$ cat src/rtl/booth_pkg.sv
// booth_pkg: shared widths, state encoding and signed limits
// for the Booth multiplier accumulator stage.
package booth_pkg;

  typedef enum logic [1:0] {
    IDLE  = 2'b00,
    ACCUM = 2'b01,
    HOLD  = 2'b10
  } state_t;

  function automatic int pw_f(input int size);
    return 2 ** (size + 1);
  endfunction

  function automatic int acc_w_f(input int size, input int guard);
    return pw_f(size) + guard;
  endfunction

  function automatic logic [63:0] smax_f(input int w);
    return (64'd1 << (w - 1)) - 64'd1;
  endfunction

  function automatic logic [63:0] smin_f(input int w);
    return ~smax_f(w);
  endfunction

endpackage

$ cat src/rtl/booth_sat_add.sv
// booth_sat_add: signed W-bit adder with overflow flag; clamps on
// overflow when BOOTH_ACCUM_SAT_EN is defined, otherwise wraps.
module booth_sat_add
  import booth_pkg::*;
#(
  parameter int W = 20
) (
  input  logic [W-1:0] a,
  input  logic [W-1:0] b,
  output logic [W-1:0] sum,
  output logic         ovf
);

  logic [W-1:0] raw;

  assign raw = a + b;
  assign ovf = (a[W-1] == b[W-1]) &&
               (raw[W-1] != a[W-1]);

`ifdef BOOTH_ACCUM_SAT_EN
  localparam logic [63:0] MAXV = smax_f(W);
  localparam logic [63:0] MINV = smin_f(W);

  assign sum = !ovf    ? raw :
               a[W-1]  ? MINV[W-1:0] :
                         MAXV[W-1:0];
`else
  assign sum = raw;
`endif

endmodule

$ cat src/rtl/booth_accum.sv
// booth_accum: dot-product accumulator behind the Booth multiplier.
// Optional clamp on overflow via BOOTH_ACCUM_SAT_EN.
module booth_accum
  import booth_pkg::*;
#(
  parameter  int SIZE  = 3,
  parameter  int LEN_W = 4,
  parameter  int GUARD = 4,
  localparam int PW    = pw_f(SIZE),
  localparam int ACC_W = acc_w_f(SIZE, GUARD)
) (
  input  logic             clk,
  input  logic             rst_n,
  input  logic             clear,
  input  logic [LEN_W-1:0] len,
  input  logic [PW-1:0]    prod_in,
  input  logic             prod_done,
  output logic [ACC_W-1:0] acc_out,
  output logic             acc_valid,
  input  logic             acc_ready,
  output logic             busy,
  output logic             ovf,
  output logic             err_drop
);

  localparam logic [LEN_W-1:0] ONE = LEN_W'(1);

  state_t           state;
  state_t           nxt;
  logic             done_q;
  logic             take;
  logic             hs;
  logic             start;
  logic             add;
  logic             add_ovf;
  logic             pend_full;
  logic [PW-1:0]    pend;
  logic [PW-1:0]    src;
  logic [ACC_W-1:0] acc;
  logic [ACC_W-1:0] sum;
  logic [ACC_W-1:0] ext_in;
  logic [ACC_W-1:0] ext_src;
  logic [LEN_W-1:0] cnt;
  logic [LEN_W-1:0] tgt;
  logic [LEN_W-1:0] len_eff;

  assign take    = prod_done & ~done_q;
  assign hs      = acc_valid & acc_ready;
  assign len_eff = (len == '0) ? ONE : len;
  assign ext_in  = {{GUARD{prod_in[PW-1]}}, prod_in};
  assign ext_src = {{GUARD{src[PW-1]}}, src};
  assign acc_out = acc;

  booth_sat_add #(
    .W (ACC_W)
  ) u_add (
    .a   (acc),
    .b   (ext_in),
    .sum (sum),
    .ovf (add_ovf)
  );

  always_ff @(posedge clk or negedge rst_n) begin
    if (!rst_n) state <= IDLE;
    else        state <= nxt;
  end

  always_comb begin
    nxt   = state;
    start = 1'b0;
    add   = 1'b0;
    src   = prod_in;
    unique case (state)
      IDLE:  start = take;
      ACCUM: begin
        if (take) begin
          add = 1'b1;
          if (cnt + ONE == tgt) nxt = HOLD;
        end
      end
      HOLD: begin
        if (hs) begin
          if (pend_full) begin
            start = 1'b1;
            src   = pend;
          end else if (take) begin
            start = 1'b1;
          end else begin
            nxt = IDLE;
          end
        end
      end
      default: nxt = IDLE;
    endcase
    if (start) nxt = (len_eff == ONE) ? HOLD : ACCUM;
    if (clear) begin
      nxt   = IDLE;
      start = 1'b0;
      add   = 1'b0;
    end
  end

  always_comb begin
    acc_valid = (state == HOLD);
    busy      = (state != IDLE);
  end

  always_ff @(posedge clk or negedge rst_n) begin
    if (!rst_n) begin
      done_q    <= 1'b0;
      acc       <= '0;
      cnt       <= '0;
      tgt       <= '0;
      pend      <= '0;
      pend_full <= 1'b0;
      ovf       <= 1'b0;
      err_drop  <= 1'b0;
    end else begin
      done_q <= prod_done;
      if (clear) begin
        acc       <= '0;
        cnt       <= '0;
        pend_full <= 1'b0;
        ovf       <= 1'b0;
        err_drop  <= 1'b0;
      end else begin
        if (start) begin
          acc <= ext_src;
          cnt <= ONE;
          tgt <= len_eff;
          ovf <= 1'b0;
        end
        if (add) begin
          acc <= sum;
          cnt <= cnt + ONE;
          if (add_ovf) ovf <= 1'b1;
        end
        // slot refills on the same cycle it is drained into a new sum
        if (state == HOLD) begin
          if (hs) begin
            if (pend_full) begin
              pend_full <= take;
              pend      <= prod_in;
            end
          end else if (take) begin
            if (pend_full) begin
              err_drop <= 1'b1;
            end else begin
              pend      <= prod_in;
              pend_full <= 1'b1;
            end
          end
        end
      end
    end
  end

endmodule

$ cat config.mk
export PLATFORM = sky130hd
export DESIGN_NAME = booth_accum
export DESIGN_NICKNAME = d
export VERILOG_FILES = /design/src/rtl/booth_pkg.sv /design/src/rtl/booth_sat_add.sv /design/src/rtl/booth_accum.sv
export SDC_FILE = /design/constraint.sdc
export NUM_CORES = 1
export LEC_CHECK = 0
export CAP_MARGIN = 5
export CORE_UTILIZATION = 45
export CTS_CLUSTER_DIAMETER = 150
export DETAILED_ROUTE_END_ITERATION = 6
export PLACE_DENSITY = 0.73
export SLEW_MARGIN = 20
export SYNTH_ARGS = -nofsm -noshare
export SYNTH_HDL_FRONTEND = slang
export SYNTH_SLANG_ARGS = --single-unit
$ cat constraint.sdc
create_clock -name clk -period 2.6 [get_ports clk]
set_input_delay 0.26 -clock clk [delete_from_list [all_inputs] [get_ports clk]]
set_output_delay 0.26 -clock clk [all_outputs]
set_load 0.03 [all_outputs]
Word level (Yosys, flattened, before mapping)
Cells that the tools add are included.
- register bits: 50
- bits in latches: 0
- memory bits (writable): 0
- memory bits (read-only): 0
- bits of input ports: 25
- output and inout bits: 24
- word-level logic and storage cells: 87
- memories: 0
- $add $sub $neg: 2
- multiply operators: 0
- div/mod/pow operators: 0
- order comparisons: 0
- equal/unequal tests: 14
- shift-type cells: 0
- muxes and demuxes: 43
- bitwise operators: 4
- reduce and logical (&&, ||, !) cells: 15
- operators with widths (operator ; number):
    16-bit 2-to-1 mux ; 6
    20-bit 2-to-1 mux ; 3
    20-bit adder ; 1
    1-bit 2-to-1 mux ; 20
    2-bit 2-to-1 mux ; 8
    4-bit 2-to-1 mux ; 4
    2-bit nonzero test ; 5
    4-bit by 3-bit inequality test with 1-bit output, second input constant ; 2
    4-bit inequality test, second input constant ; 2
    4-bit AND reduction ; 2
    2-bit one-hot mux with 3 select lines ; 1
    6-bit AND reduction ; 1
    3-bit nonzero test ; 2
    4-bit by 1-bit adder with 4-bit output, second input constant ; 1
    4-bit by 1-bit equality test with 1-bit output, second input constant ; 1
    4-bit equality test ; 1
    4-bit zero test ; 1
    4-bit by 2-bit inequality test with 1-bit output, second input constant ; 1
    2-bit AND reduction ; 2
    3-bit inequality test, second input constant ; 1
    1-bit AND ; 2
    2-bit by 1-bit equality test with 1-bit output, second input constant ; 1
    2-bit equality test, second input constant ; 1
    2-bit zero test ; 1
    other kinds (7) ; 8

Longest topological paths before layout
- depth after elaboration: 11
- depth in mapped cells: 10
- depth with buffers taken out: 10

By module
A second synthesis with hierarchy kept.
- cells, all modules: 350
- area total of the unflattened synthesis: 3399.5 µm²
- modules (own cells, without submodules) (module ; times used ; cells each ; area each (µm²) ; seq. area each (µm²)):
    booth_accum ; 1 ; 220 ; 2423.6 ; 1251.2
    booth_sat_add ; 1 ; 130 ; 975.9 ; 0.0

Worst setup path before layout
OpenSTA, ideal clock, no wires.
- path kind: reg2reg
- start point: register acc[0], in the netlist acc_out[0]
- end point: register acc[18], in the netlist acc_out[18]
- setup time: 0.126 ns
- arrival: 2.517 ns
- required time: 2.474 ns
- setup slack: -0.043 ns
- stages on the path, launching flop included: 11
- buffers on the path: 0
- period minus slack after synthesis: 2.643 ns
- cell sequence: dfrtp_1 -> ha_1 -> inv_1 -> fa_1 -> nor2b_1 -> o31ai_1 -> a2111oi_0 -> nor3_2 -> o21ai_1 -> xor2_1 -> a221o_1
- word-level cells in the longest chain between the ends: 3
- RTL lines (element ; line ; source):
    from (decl) ; booth_accum.sv:39 ; logic [ACC_W-1:0] acc;
    from (signal assigned) ; booth_accum.sv:128 ; acc <= ext_src;
    from (signal assigned) ; booth_accum.sv:134 ; acc <= sum;
    20-bit adder ; booth_sat_add.sv:16 ; assign raw = a + b;
    20-bit 2-to-1 mux ; booth_accum.sv:133 ; if (add) begin
    20-bit 2-to-1 mux ; booth_accum.sv:120 ; if (clear) begin
Every way passes these cells.
A chain may end at the register's enable or synchronous reset.

Final worst setup path
- start point: input port prod_in[0]
- end point: register acc[18], in the netlist acc_out[18]
- word-level cells in the longest chain between the ends: 3
- RTL lines (element ; line ; source):
    from (decl) ; booth_accum.sv:16 ; input logic [PW-1:0] prod_in,
    20-bit adder ; booth_sat_add.sv:16 ;
    20-bit 2-to-1 mux ; booth_accum.sv:133 ;
    20-bit 2-to-1 mux ; booth_accum.sv:120 ;
Every way passes these cells.

==> impl_metrics.tcl <==
set metrics [dict create \
    status "finished, final reports clean" \
    synthesis.area_um2 3250 \
    grt_pass1_vias 2891 \
    setup_viol 0 \
    grt_usage_pct 22.4 \
    seq_power_share_pct 41.6 \
    timing.final.crit_share_pct 93.4 \
    synthCells 331 \
    p_int_mw 1.56 \
    syn_area_per_cell_um2 9.81 \
    nets 459 \
    gp_congestion 0.881 \
    p_sw_uw 720 \
    final_max_slew_viol_count 0 \
    areaGrowthSynthToFinish_pct 30.1 \
    die_y_um 86.9 \
    grt_max_degree 51 \
    maxCapViolCount 0 \
    pwr-share-clk_pct 26.0 \
    setup_ws_ns 0.172 \
    synth_seq_cells 50 \
    vias 2838 \
    power.share.combinational_pct 32.3 \
    synthFlopType "dfrtp_1" \
    ant_nets 0 \
    slew_headroom_pct 51.0 \
    start_util_pct 47.2 \
    synth_edf_count 0 \
    post_drt_wl_per_cell_um 15.1 \
    synth-seq-area-share_pct 38.6 \
    dr.pass1.iters 4 \
    layout-drive-gt1-share_pct 19.3 \
    post_cts_buffers 0 \
    critPathKind "in2reg" \
    rows 30 \
    viasPerCell 5.56 \
    total_power_mw 2.28 \
    htreeDepth 2 \
    fin_skew_ns 0.0104 \
    clk_pin_slew_worst_paths_ns 0.10 \
    netSwitchingFraction_pct 31.6 \
    clk_latency_ns 0.31 \
    grt_pass1_wl_um 13400 \
    fill_cells 587 \
    async_flop_share_pct 100 \
    cp.required_ns 2.79 \
    drc 0 \
    cts_tree "built" \
    finalHoldViolCount 0 \
    worstHoldPathType "in2async" \
    ir_worst_vdd_mv 0.333 \
    die-area_um2 7560 \
    numCtsBuffers 5 \
    cp.arrival_ns 2.62 \
    grt.overflow.total 0 \
    drt_iter0_markers 135 \
    core_area_um2 6870 \
    rsz0062_at_grt "yes" \
    timing.fmax_ghz 0.412 \
    worst_slew_pin_slew_ns 0.729 \
    setup.worst_path.end_class "flop" \
    port_buffers 48 \
    cts.sinks 50 \
    n_antenna_cell 0 \
    antenna_found_initial 0 \
    critPathMaxFanout 3 \
    cts-root-buf "clkbuf_8" \
    synth_cell_types 49 \
    powerDensity_nw_per_um2 540 \
    dpl.hpwl_um 5780 \
    place_ws_ns -0.243 \
    critical_path.startpoint_type "primary input" \
    die_w_um 86.9 \
    fin_setup_tns_ns 0 \
    syn_nets 377 \
    cts_buffer_depth 2 \
    p_leak_nw 1.98 \
    yosys_warnings 0 \
    finalCriticalPeriod_ns 2.43 \
    pin_count 49 \
    wl_um 7700 \
]
## layer usage
metal | vias up | wire length [um] | global-route usage (%) | share of wire (%)
met1 | 1364 | 3470 | 28.9 | 45
met4 | 0 | 89 | 6.06 | 1.2
met3 | 11 | 349 | 3.79 | 4.5
li1 | 1382 | - | - | -
met5 | - | 0 | 0 | 0
met2 | 81 | 3790 | 38.7 | 49
## final timing paths
check	start	endpoint	slack, ns	cells past startpoint
max reg2reg	acc_out[0]$_DFFE_PN0P_	acc_out[15]$_DFFE_PN0P_	0.18	10
min reg2reg	err_drop$_DFFE_PN0P_	err_drop$_DFFE_PN0P_	0.51	2
min in group clk	prod_done	done_q$_DFF_PN0_	0.45	1
min	rst_n	tgt[3]$_DFFE_PN0P_	0.04	2
max in group asynchronous	rst_n	acc_out[9]$_DFFE_PN0P_	2.10	2
max	prod_in[0]	acc_out[18]$_DFFE_PN0P_	0.17	11
## power by group through the flow
stage	registers [mW]	clock network (mW)	logic (mW)
3_3_place_gp	0.959	0	0.720
4_1_cts	0.949	0.613	0.737
3_5_place_dp	0.965	0	0.731
5_1_grt	0.964	0.634	0.815
6_report	0.949	0.594	0.737
2_1_floorplan	1.00	0	0.409
## cells in the final DEF, fill, tap and decap left out, drive strengths merged, types with 3 or more instances in the layout
master         count
a211oi            10
nand2b             6
buf               40
ha                20
dfrtp             50
mux2              19
o221ai             5
nand2             23
a31oi              3
clkdlybuf4s50     47
xor2              10
a221o              3
nand4              3
mux2i             15
a21o               6
nor3               9
nor2b              3
o21a               4
xnor2             12
clkbuf             6
inv                8
a21oi             29
nand3              8
nor2              31
o21ai             17
## stage by stage
stage	cells	utilization, %	area (um2)	hold slack (ns)
final	510	61.5	4220	0.0393
after global routing	510	61.5	4220	0.105
after CTS	510	61.4	4220	0.0738
after detailed placement	502	59.6	4090	0.416
after global placement	502	59.6	4090	0.416
after floorplan	331	-	3250	-0.0356
## cells in the mapped netlist (2+ instances only)
cell type,number,area (um2)
nand4_1,3,18.8
a22o_1,2,17.5
or2_2,2,12.5
o21bai_1,2,15.0
o21a_1,4,30.0
a21oi_1,29,145
nor2_1,31,116
nand2b_1,6,37.5
xor2_1,10,87.6
o221ai_1,5,43.8
clkbuf_1,9,33.8
ha_1,20,250
nand2_1,23,86.3
buf_2,2,10.0
nand3_1,8,40.0
a31oi_1,3,18.8
a221o_1,3,30.0
xnor2_1,12,105
dfrtp_1,50,1250
mux2_2,19,214
a21o_1,6,45.0
o21ai_0,14,70.1
o31ai_1,2,15.0
nor2b_1,3,18.8
o21ai_2,2,17.5
a211oi_1,10,75.1
inv_1,7,26.3
or3_1,2,12.5
nor3_1,8,40.0
mux2i_1,15,150
## cells by family after synthesis
logic type,after synthesis,synth area share [%]
compound gates,93,20.0
simple gates,92,13.6
flops,50,38.6
mux,34,11.2
xor+xnor,22,5.94
fa+ha+maj,21,8.33
buf+inv,19,2.27
## final cells by class
| type | count | area [um2] | area share (%) |
|---|---|---|---|
| Multi-Input combinational cell | 262 | 1940 | 45.9 |
| Sequential cell | 50 | 1250 | 29.6 |
| Timing Repair Buffer | 87 | 768 | 18.2 |
| Tap cell | 96 | 120 | 2.84 |
| Clock buffer | 6 | 82.6 | 1.95 |
| Clock inverter | 2 | 38.8 | 0.918 |
| Inverter | 7 | 26.3 | 0.622 |
## timing repair
item,CTS,global route
hold buffers,0,0
setup endpoints to repair,0,6
gates resized for setup,0,2
## registers in the layout (all words and copies together), names as in the netlist
register / cells
tgt: 4
state: 2
done_q: 1
pend_full: 1
ovf: 1
acc_out: 20
err_drop: 1
pend: 16
cnt: 4
## critical path, cell delays in order
cell,delay [ns]
clkdlybuf4s50_1,0.48
ha_1,0.18
inv_1,0.06
fa_1,0.37
nor2b_1,0.16
o31ai_1,0.12
a2111oi_2,0.34
nor3_2,0.10
o21ai_1,0.15
xor2_1,0.08
a221o_1,0.31
Power figures use the tool's default switching activity.
